==> config.mk <==
export PLATFORM = sky130hd
export DESIGN_NAME = hazard_ctrl_flat
export DESIGN_NICKNAME = d
export VERILOG_FILES = /design/src/rtl/hazard_ctrl_pkg.sv /design/src/rtl/hazard_ctrl_if.sv /design/src/rtl/hazard_ctrl_md_busy_cnt.sv /design/src/rtl/hazard_ctrl.sv /design/src/flat_wrapper.sv
export SDC_FILE = /design/constraint.sdc
export NUM_CORES = 1
export LEC_CHECK = 0
export BUFFER_PORTS_ARGS = -buffer_cell sky130_fd_sc_hd__buf_2
export CAP_MARGIN = 10
export CORE_MARGIN = 1
export CORE_UTILIZATION = 45
export DETAILED_ROUTE_END_ITERATION = 16
export GPL_TIMING_DRIVEN = 0
export HOLD_SLACK_MARGIN = 0.05
export PLACE_DENSITY = 0.69
export SYNTH_ARGS = -nofsm -noshare
export SYNTH_HDL_FRONTEND = slang
export SYNTH_SLANG_ARGS = --single-unit
==> constraint.sdc <==
create_clock -name clk -period 4.3 [get_ports clk]
set_clock_uncertainty 0.15 [all_clocks]
set_input_delay 0.86 -clock clk [delete_from_list [all_inputs] [get_ports clk]]
set_output_delay 0.86 -clock clk [all_outputs]
set_load 0.005 [all_outputs]
==> src/rtl/hazard_ctrl_pkg.sv <==
// Shared constants for the pipeline hazard controller and the mult/div unit.
package hazard_pkg;

  // Tuse value meaning "this operand is not read"
  localparam logic [1:0] TUSE_NONE = 2'd3;

  // Tnew values an instruction carries into E
  localparam logic [1:0] TNEW_ZERO = 2'd0;
  localparam logic [1:0] TNEW_ALU  = 2'd1;
  localparam logic [1:0] TNEW_LOAD = 2'd2;

  // Default busy lengths of the mult/div unit after a start leaves E
  localparam int MULT_CYCLES = 5;
  localparam int DIV_CYCLES  = 10;

  // Tnew ages by one stage per cycle, never below zero
  function automatic logic [1:0] tnew_age(input logic [1:0] tnew);
    return (tnew == TNEW_ZERO) ? TNEW_ZERO : tnew - 2'd1;
  endfunction

  // A source hazards against a slot when it names the slot's destination
  // (never $0) and needs the value before the slot can produce it
  function automatic logic src_haz(input logic [4:0] src,
                                   input logic [1:0] tuse,
                                   input logic [4:0] dst,
                                   input logic [1:0] tnew);
    return (src != 5'd0) && (src == dst) && (tuse < tnew);
  endfunction

endpackage

==> src/rtl/hazard_ctrl_if.sv <==
// Decode-stage view of the hazard controller: D-instruction fields in,
// stall / bubble / mult-div busy out.
interface hazard_ctrl_if;
  logic [4:0] D_rs;
  logic [4:0] D_rt;
  logic [1:0] D_rs_tuse;
  logic [1:0] D_rt_tuse;
  logic [4:0] D_dst;
  logic [1:0] D_tnew;
  logic       D_md_use;
  logic       D_md_start;
  logic       D_md_div;
  logic       stall;
  logic       E_bubble;
  logic       md_busy;

  // Decode stage drives the instruction fields and obeys the stall
  modport master (
    output D_rs, D_rt, D_rs_tuse, D_rt_tuse, D_dst, D_tnew,
    output D_md_use, D_md_start, D_md_div,
    input  stall, E_bubble, md_busy
  );

  // Hazard controller consumes the fields and produces the stall
  modport slave (
    input  D_rs, D_rt, D_rs_tuse, D_rt_tuse, D_dst, D_tnew,
    input  D_md_use, D_md_start, D_md_div,
    output stall, E_bubble, md_busy
  );
endinterface

==> src/rtl/hazard_ctrl_md_busy_cnt.sv <==
// Shadow busy counter for the multi-cycle mult/div unit. Loaded when a
// start sits in E, counts down to zero in lockstep with the real unit.
module md_busy_cnt
  import hazard_pkg::*;
#(
  parameter int MULT_CYCLES = hazard_pkg::MULT_CYCLES,
  parameter int DIV_CYCLES  = hazard_pkg::DIV_CYCLES
) (
  input  logic clk,
  input  logic reset,
  input  logic i_start,
  input  logic i_is_div,
  output logic o_busy
);

  localparam int CNT_W = $clog2(DIV_CYCLES + 1);

  logic [CNT_W-1:0] r_md_cnt;

  // Load on a start in E, otherwise count down and rest at zero
  always_ff @(posedge clk or negedge reset) begin
    if (!reset) begin
      r_md_cnt <= '0;
    end else if (i_start) begin
      r_md_cnt <= i_is_div ? CNT_W'(DIV_CYCLES) : CNT_W'(MULT_CYCLES);
    end else if (r_md_cnt != '0) begin
      r_md_cnt <= r_md_cnt - 1'b1;
    end
  end

  assign o_busy = (r_md_cnt != '0);

endmodule

==> src/rtl/hazard_ctrl.sv <==
// Stall/bubble controller for the 5-stage MIPS pipeline. Tracks dst/Tnew
// of the instructions in E and M, compares against D's sources and Tuse,
// and holds mult/div users in D while HI/LO is not ready.
module hazard_ctrl
  import hazard_pkg::*;
#(
  parameter int MULT_CYCLES = hazard_pkg::MULT_CYCLES,
  parameter int DIV_CYCLES  = hazard_pkg::DIV_CYCLES
) (
  input  logic          clk,
  input  logic          reset,
  hazard_ctrl_if.slave  hz
);

  // E slot
  logic [4:0] r_e_dst;
  logic [1:0] r_e_tnew;
  logic       r_e_start;
  logic       r_e_div;
  // M slot
  logic [4:0] r_m_dst;
  logic [1:0] r_m_tnew;

  logic w_rs_haz;
  logic w_rt_haz;
  logic w_md_haz;
  logic w_stall;
  logic w_cnt_busy;

  md_busy_cnt #(
    .MULT_CYCLES (MULT_CYCLES),
    .DIV_CYCLES  (DIV_CYCLES)
  ) u_md_busy_cnt (
    .clk      (clk),
    .reset    (reset),
    .i_start  (r_e_start),
    .i_is_div (r_e_div),
    .o_busy   (w_cnt_busy)
  );

  // Hazard detection from current slots and D fields; Tuse=3 never hazards
  // because Tnew never exceeds 2
  always_comb begin
    w_rs_haz = src_haz(hz.D_rs, hz.D_rs_tuse, r_e_dst, r_e_tnew) |
               src_haz(hz.D_rs, hz.D_rs_tuse, r_m_dst, r_m_tnew);
    w_rt_haz = src_haz(hz.D_rt, hz.D_rt_tuse, r_e_dst, r_e_tnew) |
               src_haz(hz.D_rt, hz.D_rt_tuse, r_m_dst, r_m_tnew);
    w_md_haz = hz.D_md_use & (r_e_start | w_cnt_busy);
    w_stall  = w_rs_haz | w_rt_haz | w_md_haz;
  end

  assign hz.stall    = w_stall;
  assign hz.E_bubble = w_stall;
  assign hz.md_busy  = r_e_start | w_cnt_busy;

  // E slot takes the D instruction, or a bubble while stalled
  always_ff @(posedge clk or negedge reset) begin
    if (!reset) begin
      r_e_dst   <= 5'd0;
      r_e_tnew  <= TNEW_ZERO;
      r_e_start <= 1'b0;
      r_e_div   <= 1'b0;
    end else if (w_stall) begin
      r_e_dst   <= 5'd0;
      r_e_tnew  <= TNEW_ZERO;
      r_e_start <= 1'b0;
      r_e_div   <= 1'b0;
    end else begin
      r_e_dst   <= hz.D_dst;
      r_e_tnew  <= hz.D_tnew;
      r_e_start <= hz.D_md_start;
      r_e_div   <= hz.D_md_div;
    end
  end

  // M slot always advances from E, aging Tnew by one stage
  always_ff @(posedge clk or negedge reset) begin
    if (!reset) begin
      r_m_dst  <= 5'd0;
      r_m_tnew <= TNEW_ZERO;
    end else begin
      r_m_dst  <= r_e_dst;
      r_m_tnew <= tnew_age(r_e_tnew);
    end
  end

endmodule
==> src/flat_wrapper.sv <==
// flat-port wrapper written by rule: the top's interface ports become plain ports
module hazard_ctrl_flat import hazard_pkg::*;
#(
  parameter int MULT_CYCLES = hazard_pkg::MULT_CYCLES,
  parameter int DIV_CYCLES  = hazard_pkg::DIV_CYCLES
)
  (clk, reset, hz_D_rs, hz_D_rt, hz_D_rs_tuse, hz_D_rt_tuse, hz_D_dst, hz_D_tnew, hz_D_md_use, hz_D_md_start, hz_D_md_div, hz_stall, hz_E_bubble, hz_md_busy);
  hazard_ctrl_if hz_i ();
  input  logic clk;
  input  logic reset;
  input wire logic [$bits(hz_i.D_rs)-1:0] hz_D_rs;
  input wire logic [$bits(hz_i.D_rt)-1:0] hz_D_rt;
  input wire logic [$bits(hz_i.D_rs_tuse)-1:0] hz_D_rs_tuse;
  input wire logic [$bits(hz_i.D_rt_tuse)-1:0] hz_D_rt_tuse;
  input wire logic [$bits(hz_i.D_dst)-1:0] hz_D_dst;
  input wire logic [$bits(hz_i.D_tnew)-1:0] hz_D_tnew;
  input wire logic [$bits(hz_i.D_md_use)-1:0] hz_D_md_use;
  input wire logic [$bits(hz_i.D_md_start)-1:0] hz_D_md_start;
  input wire logic [$bits(hz_i.D_md_div)-1:0] hz_D_md_div;
  output wire logic [$bits(hz_i.stall)-1:0] hz_stall;
  output wire logic [$bits(hz_i.E_bubble)-1:0] hz_E_bubble;
  output wire logic [$bits(hz_i.md_busy)-1:0] hz_md_busy;
  assign hz_i.D_rs = hz_D_rs;
  assign hz_i.D_rt = hz_D_rt;
  assign hz_i.D_rs_tuse = hz_D_rs_tuse;
  assign hz_i.D_rt_tuse = hz_D_rt_tuse;
  assign hz_i.D_dst = hz_D_dst;
  assign hz_i.D_tnew = hz_D_tnew;
  assign hz_i.D_md_use = hz_D_md_use;
  assign hz_i.D_md_start = hz_D_md_start;
  assign hz_i.D_md_div = hz_D_md_div;
  assign hz_stall = hz_i.stall;
  assign hz_E_bubble = hz_i.E_bubble;
  assign hz_md_busy = hz_i.md_busy;
  hazard_ctrl #(.MULT_CYCLES(MULT_CYCLES), .DIV_CYCLES(DIV_CYCLES)) u_core (.clk(clk), .reset(reset), .hz(hz_i));
endmodule
==> impl_metrics.toml, run 1 <==
[status]
outcome = "completed"

[power]
p_leak_uw = 0.000634
vdd_drop_max_uv = 261
power.density_mw_per_mm2 = 385

[placement]
dpl.cell_count = 164
routabilityCongestion = 0.755
placed_cell_area_mm2 = 0.00136
io_buffers = 28
dp_hpwl_um = 1740

[hold_path]
hold_start = "u_core.r_e_dst[0]"
hp-class = "reg2reg"

[global_route]
grt_pass1_wl_um = 3310
grt_use_total = 0.166
antenna_found_initial = 0
grt_overflow = 0
grt_pass1_vias = 791
grt_max_degree = 21

[clock_network]
cts_resized = 0
cts_root_buf = "clkbuf_4"
cts_sinks = 20
clock_latency_ps = 290
hold_buffers = 0
cts_tree = "yes"
htreeDepth = 1
cts_buffer_depth = 2
cts_buffers = 3
cts_post_setup_buffers_inserted = 0
path_clk_slew_ps = 100

[die]
die_y_um = 53.2
die_w_um = 53.2
num_io_pins = 29
fp-row-count = 18
initial_core_util = 0.475
core_area_mm2 = 0.00248
die_area_mm2 = 0.00282

[synth]
netlist_instances = 106
synth_top_area_cell = "dfrtp_1"
postSynthAreaPerCell_um2 = 11.1
synth.distinct_cells = 29
async_flop_share = 1.00
ys_ff_latch = 20
synth_area_mm2 = 0.00118
synth.area.top_cells = "dfrtp_1 (43%), xnor2_1 (10%), ha_1 (6.4%)"
synth_top_area_frac = 0.425
ys_seq_area_frac = 0.425
synth_edf_count = 0
yosysWarnings = 0
synth_flop_cell = "dfrtp_1"
syn_nets = 138

[critical_path]
cp-startpoint = "hz_D_rs_tuse[1]"
start_kind = "primary input"
crit_fanout = 10
reg2reg_from = "u_core.r_e_tnew[1]"
cp.arrival_ps = 2510
crit_path_end_kind = "primary output"
required_ps = 3290
timing_worst_setup_path_type = "in2out"

[sta]
slew_headroom = 0.725
rsz0062_at_grt = "no"
drv_slew = 0
holdWs_ps = 314
clock.fmax_ghz = 0.284
finalSetupViolations = 0
finalSetupTns_ps = 0
final_hold_viol_count = 0
period_needed_ps = 3520
tightest_slew_ps = 413
fin_crit_sh = 0.818

[routing]
detail-route-antenna-nets = 0
wl_um = 2030
wl_per_cell_um = 12.1
drtPass1Iterations = 4
drt_first_iter_violations = 17
drc = 0
vias_per_cell = 4.93
vias = 828

[run]
maxCapViolCount = 0

[finish]
final_area_mm2 = 0.00139
diodes = 0
syn2layout_area_growth_pct = 18.2
drive_gt1_frac = 0.319
nNetsFinal = 171
stdcell_count = 168
-- state kept, by name (all words and copies together), names as in the netlist --
signal / cells
u_core.r_m_dst: 5
u_core.r_m_tnew: 2
u_core.r_e_div: 1
u_core.r_e_dst: 5
u_core.r_e_start: 1
u_core.r_e_tnew: 2
u_core.u_md_busy_cnt.r_md_cnt: 4
-- cells in the mapped netlist, types with 2 or more instances --
cell / n
a2111oi_2: 2
a21oi_1: 2
a21oi_4: 2
dfrtp_1: 20
ha_1: 6
inv_1: 5
nand2_1: 12
nand2b_1: 4
nand4_1: 3
nor3_1: 10
o21ai_0: 2
xnor2_1: 14
xor2_1: 8
-- cells by family (layout without fill, tap and decap cells) --
family                   Yosys count  after routing  share of synthesized area
flip-flops                        20             20                      0.425
AO/OA/AOI/OAI                     12             12                      0.115
XOR/XNOR                          22             22                      0.164
adder cells (fa/ha/maj)            6              6                     0.0638
buffers and inverters              7             39                     0.0319
AND/OR/NAND/NOR                   39             39                      0.201
-- routing by layer --
metal	part of all wire	wire [um]	vias to the layer above	track usage
met5	0	0	-	0
met4	0.0084	17	0	0.0658
met3	0.040	82	2	0.0201
met2	0.46	925	21	0.262
met1	0.49	1000	379	0.231
li1	-	-	426	-
-- worst paths after layout --
kind                       slack, ps  cells after the start           endpoint
min in group asynchronous        330                      1  u_core.r_m_dst[3]
setup reg to reg                2340                      6   u_core.r_e_start
setup / recovery                 780                      8           hz_stall
hold reg to reg                  310                      0  u_core.r_m_dst[0]
hold / removal                   310                      0  u_core.r_m_dst[0]
max in group asynchronous       3370                      1   u_core.r_e_start
-- report_power, final --
group	switching [uW]	internal [uW]	total (uW)
clock	51.2	51.5	103
sequential	33.1	225	258
combinational	84.4	90.8	175
total	169	367	536
-- area by class of cell --
type                            instances  area [um2]
Multi-Input combinational cell         79         639
Clock buffer                            4        36.3
Fill cell                             230        1090
Tap cell                               30        37.5
Inverter                                5        18.8
Buffer                                  2        18.8
Timing Repair Buffer                   28         140
Sequential cell                        20         500
-- worst max-delay path: stages --
cell and delay, ps:
buf_2 110, ha_1 300, a2111oi_2 350, nand4_1 200
a21oi_4 310, or3b_1 180, buf_4 100, buf_2 90
-- stage by stage --
step | setup slack (ps) | total power (uW) | utilization
after floorplan | 1130 | 385 | -
after global placement | 787 | 429 | 0.547
after detailed placement | 775 | 438 | 0.547
after CTS | 762 | 541 | 0.562
after global routing | 640 | 577 | 0.562
final | 781 | 536 | 0.562
-- placed cells by master, fill, tap and decap left out, drive strengths merged, types with 2 or more instances in the layout --
master   count
or4          2
nand4        4
a2111oi      4
a21oi        4
nand2b       4
clkbuf       4
nand2       13
dfrtp       20
xor2         8
buf         30
ha           6
o21ai        2
xnor2       14
nor3        10
nor2         3
inv          5
(Power assumes the default switching activity.)
==> run 2: changes to the inputs <==
- PLACE_DENSITY: 0.69 -> 0.72
- clock period: 4.3 -> 2.9 ns (I/O delays scaled with it)
==> run 2 against run 1 <==
Via count rose by 5.6%. Combinational power increased by 95%. Sequential cell count is the same. Sequential share of layout area down 1.6 points. Register-to-register slack worse by 1400 ps. Non-clock buffer count up 6. Power is 58% higher. Count of clock-buffer cells in the layout is 1 lower. Global-route usage increased by 2.3 points. Largest cell class unchanged.
==> impl_metrics.toml, run 2 (synthesis gave the netlist of run 1 again) <==
[routing]
vias_per_cell = 5.05
detail-route-antenna-nets = 0
drt_first_iter_violations = 14
drtPass1Iterations = 4
wl_per_cell_um = 13.6
wl_um = 2350
vias = 874
drc = 0

[global_route]
met2_usage = 0.316
grtUsageMet3 = 0.0259
antenna_found_initial = 0
grt_pass1_vias = 850
grt_max_degree = 21
grt_use_total = 0.190
grt_overflow = 0
gr-usage-met1 = 0.250
top_usage_layer = "met2"
grt_pass1_wl_um = 3740

[finish]
reg.largest.list = "u_core.r_e_dst (5), u_core.r_m_dst (5), u_core.u_md_busy_cnt.r_md_cnt (4)"
final_common_cell = "buf_2"
final_cell_mix = "buf_2 (28), dfrtp_1 (20), xnor2_1 (14)"
nNetsFinal = 177
seqCellArea_um2 = 500
final_util = 0.587
fillers = 218
multiInputGateArea_um2 = 676
diodes = 0
drive_gt1_frac = 0.392
syn2layout_area_growth_pct = 23.6
stdcell_count = 173
final_area_mm2 = 0.00146

[clock_network]
cts_buffer_depth = 2
path_clk_slew_ps = 100
clock_latency_ps = 290
cts_root_buf = "clkbuf_4"
cts_buffers = 3
cts_sinks = 20
cts_tree = "yes"
htreeDepth = 1
hold_buffers = 0

[power]
power.internal_uw = 565
comb_power_share = 0.403
seq_power_share = 0.453
p_leak_uw = 0.000656
switching_share = 0.331
power.density_mw_per_mm2 = 580
p_sw_uw = 279
vdd_drop_max_uv = 421
clkPwrFrac = 0.143

[die]
die_y_um = 53.2
die_area_mm2 = 0.00282
die_w_um = 53.2
core_area_mm2 = 0.00248
initial_core_util = 0.475
num_io_pins = 29
fp-row-count = 18

[critical_path]
crit_fanout = 2
cp.arrival_ps = 2030
r2r_slack_ps = 920
crit_path_end_kind = "primary output"
timing_worst_setup_path_type = "reg2out"
reg2reg_from = "u_core.r_m_tnew[1]"
r2r_end = "u_core.r_e_dst[4]"
start_kind = "flop"
cp-startpoint = "u_core.u_md_busy_cnt.r_md_cnt[0]"
reg2regPathDepth = 7
required_ps = 2170

[placement]
routabilityCongestion = 0.745
io_buffers = 28
placed_cell_area_mm2 = 0.00136
dp_hpwl_um = 1860
dpl.cell_count = 164
place_ws_ps = -147

[sta]
slew_headroom = 0.724
period_needed_ps = 2760
holdWs_ps = 55.7
final_hold_viol_count = 0
finalSetupViolations = 0
rsz0062_at_grt = "no"
tightest_slew_ps = 415
worst_slack_ps = 142
fin_crit_sh = 0.951
clock.fmax_ghz = 0.363
drv_slew = 0

[run]
maxCapViolCount = 0

[hold_path]
hp-class = "in2async"

[status]
outcome = "completed"
[run 2: power groups by stage]
stage / logic (uW) / clock network, uW / registers [uW]
2_1_floorplan: 197 / 0 / 375
3_3_place_gp: 249 / 0 / 387
3_5_place_dp: 263 / 0 / 389
4_1_cts: 317 / 124 / 381
5_1_grt: 372 / 137 / 389
6_report: 341 / 121 / 383
[run 2: what timing repair did]
item	in CTS	in global routing
setup buffers	7	1
pin swaps	4	3
setup endpoints to repair	2	2
resized for setup	4	5
[run 2: critical path, cell delays in order, from the launching register on]
cell and delay [ps]:
dfrtp_1 420, inv_2 90, ha_4 120, or4b_4 500
nand2_8 100, or3b_4 370, buf_2 130
[run 2: worst max-delay path by stage]
stage             endpoint  slack [ps]  depth (start not counted)
3_3_place_gp      hz_stall         -40                          8
2_1_floorplan     hz_stall         290                          6
6_report       hz_E_bubble         140                          6
3_5_place_dp      hz_stall        -150                          8
4_1_cts           hz_stall          10                          8
5_1_grt        hz_E_bubble          50                          7
[run 2: layout make-up]
cell class / instances / area share
Multi-Input combinational cell: 79 / 0.464
Sequential cell: 20 / 0.344
Inverter: 5 / 0.0129
Clock buffer: 3 / 0.0155
Tap cell: 30 / 0.0258
Timing Repair Buffer: 36 / 0.138
[run 2: layer usage]
layer	vias to the layer above	share of wire	wire length [um]
li1	441	-	-
met2	26	0.49	1150
met3	2	0.038	90
met1	405	0.47	1090
met5	-	0	0
met4	0	0.0051	12
[run 2: through the flow]
step,power (uW),TNS [ps]
2_1_floorplan,571,0
3_3_place_gp,636,-36.2
3_5_place_dp,653,-213
4_1_cts,823,0
5_1_grt,898,0
6_report,845,0
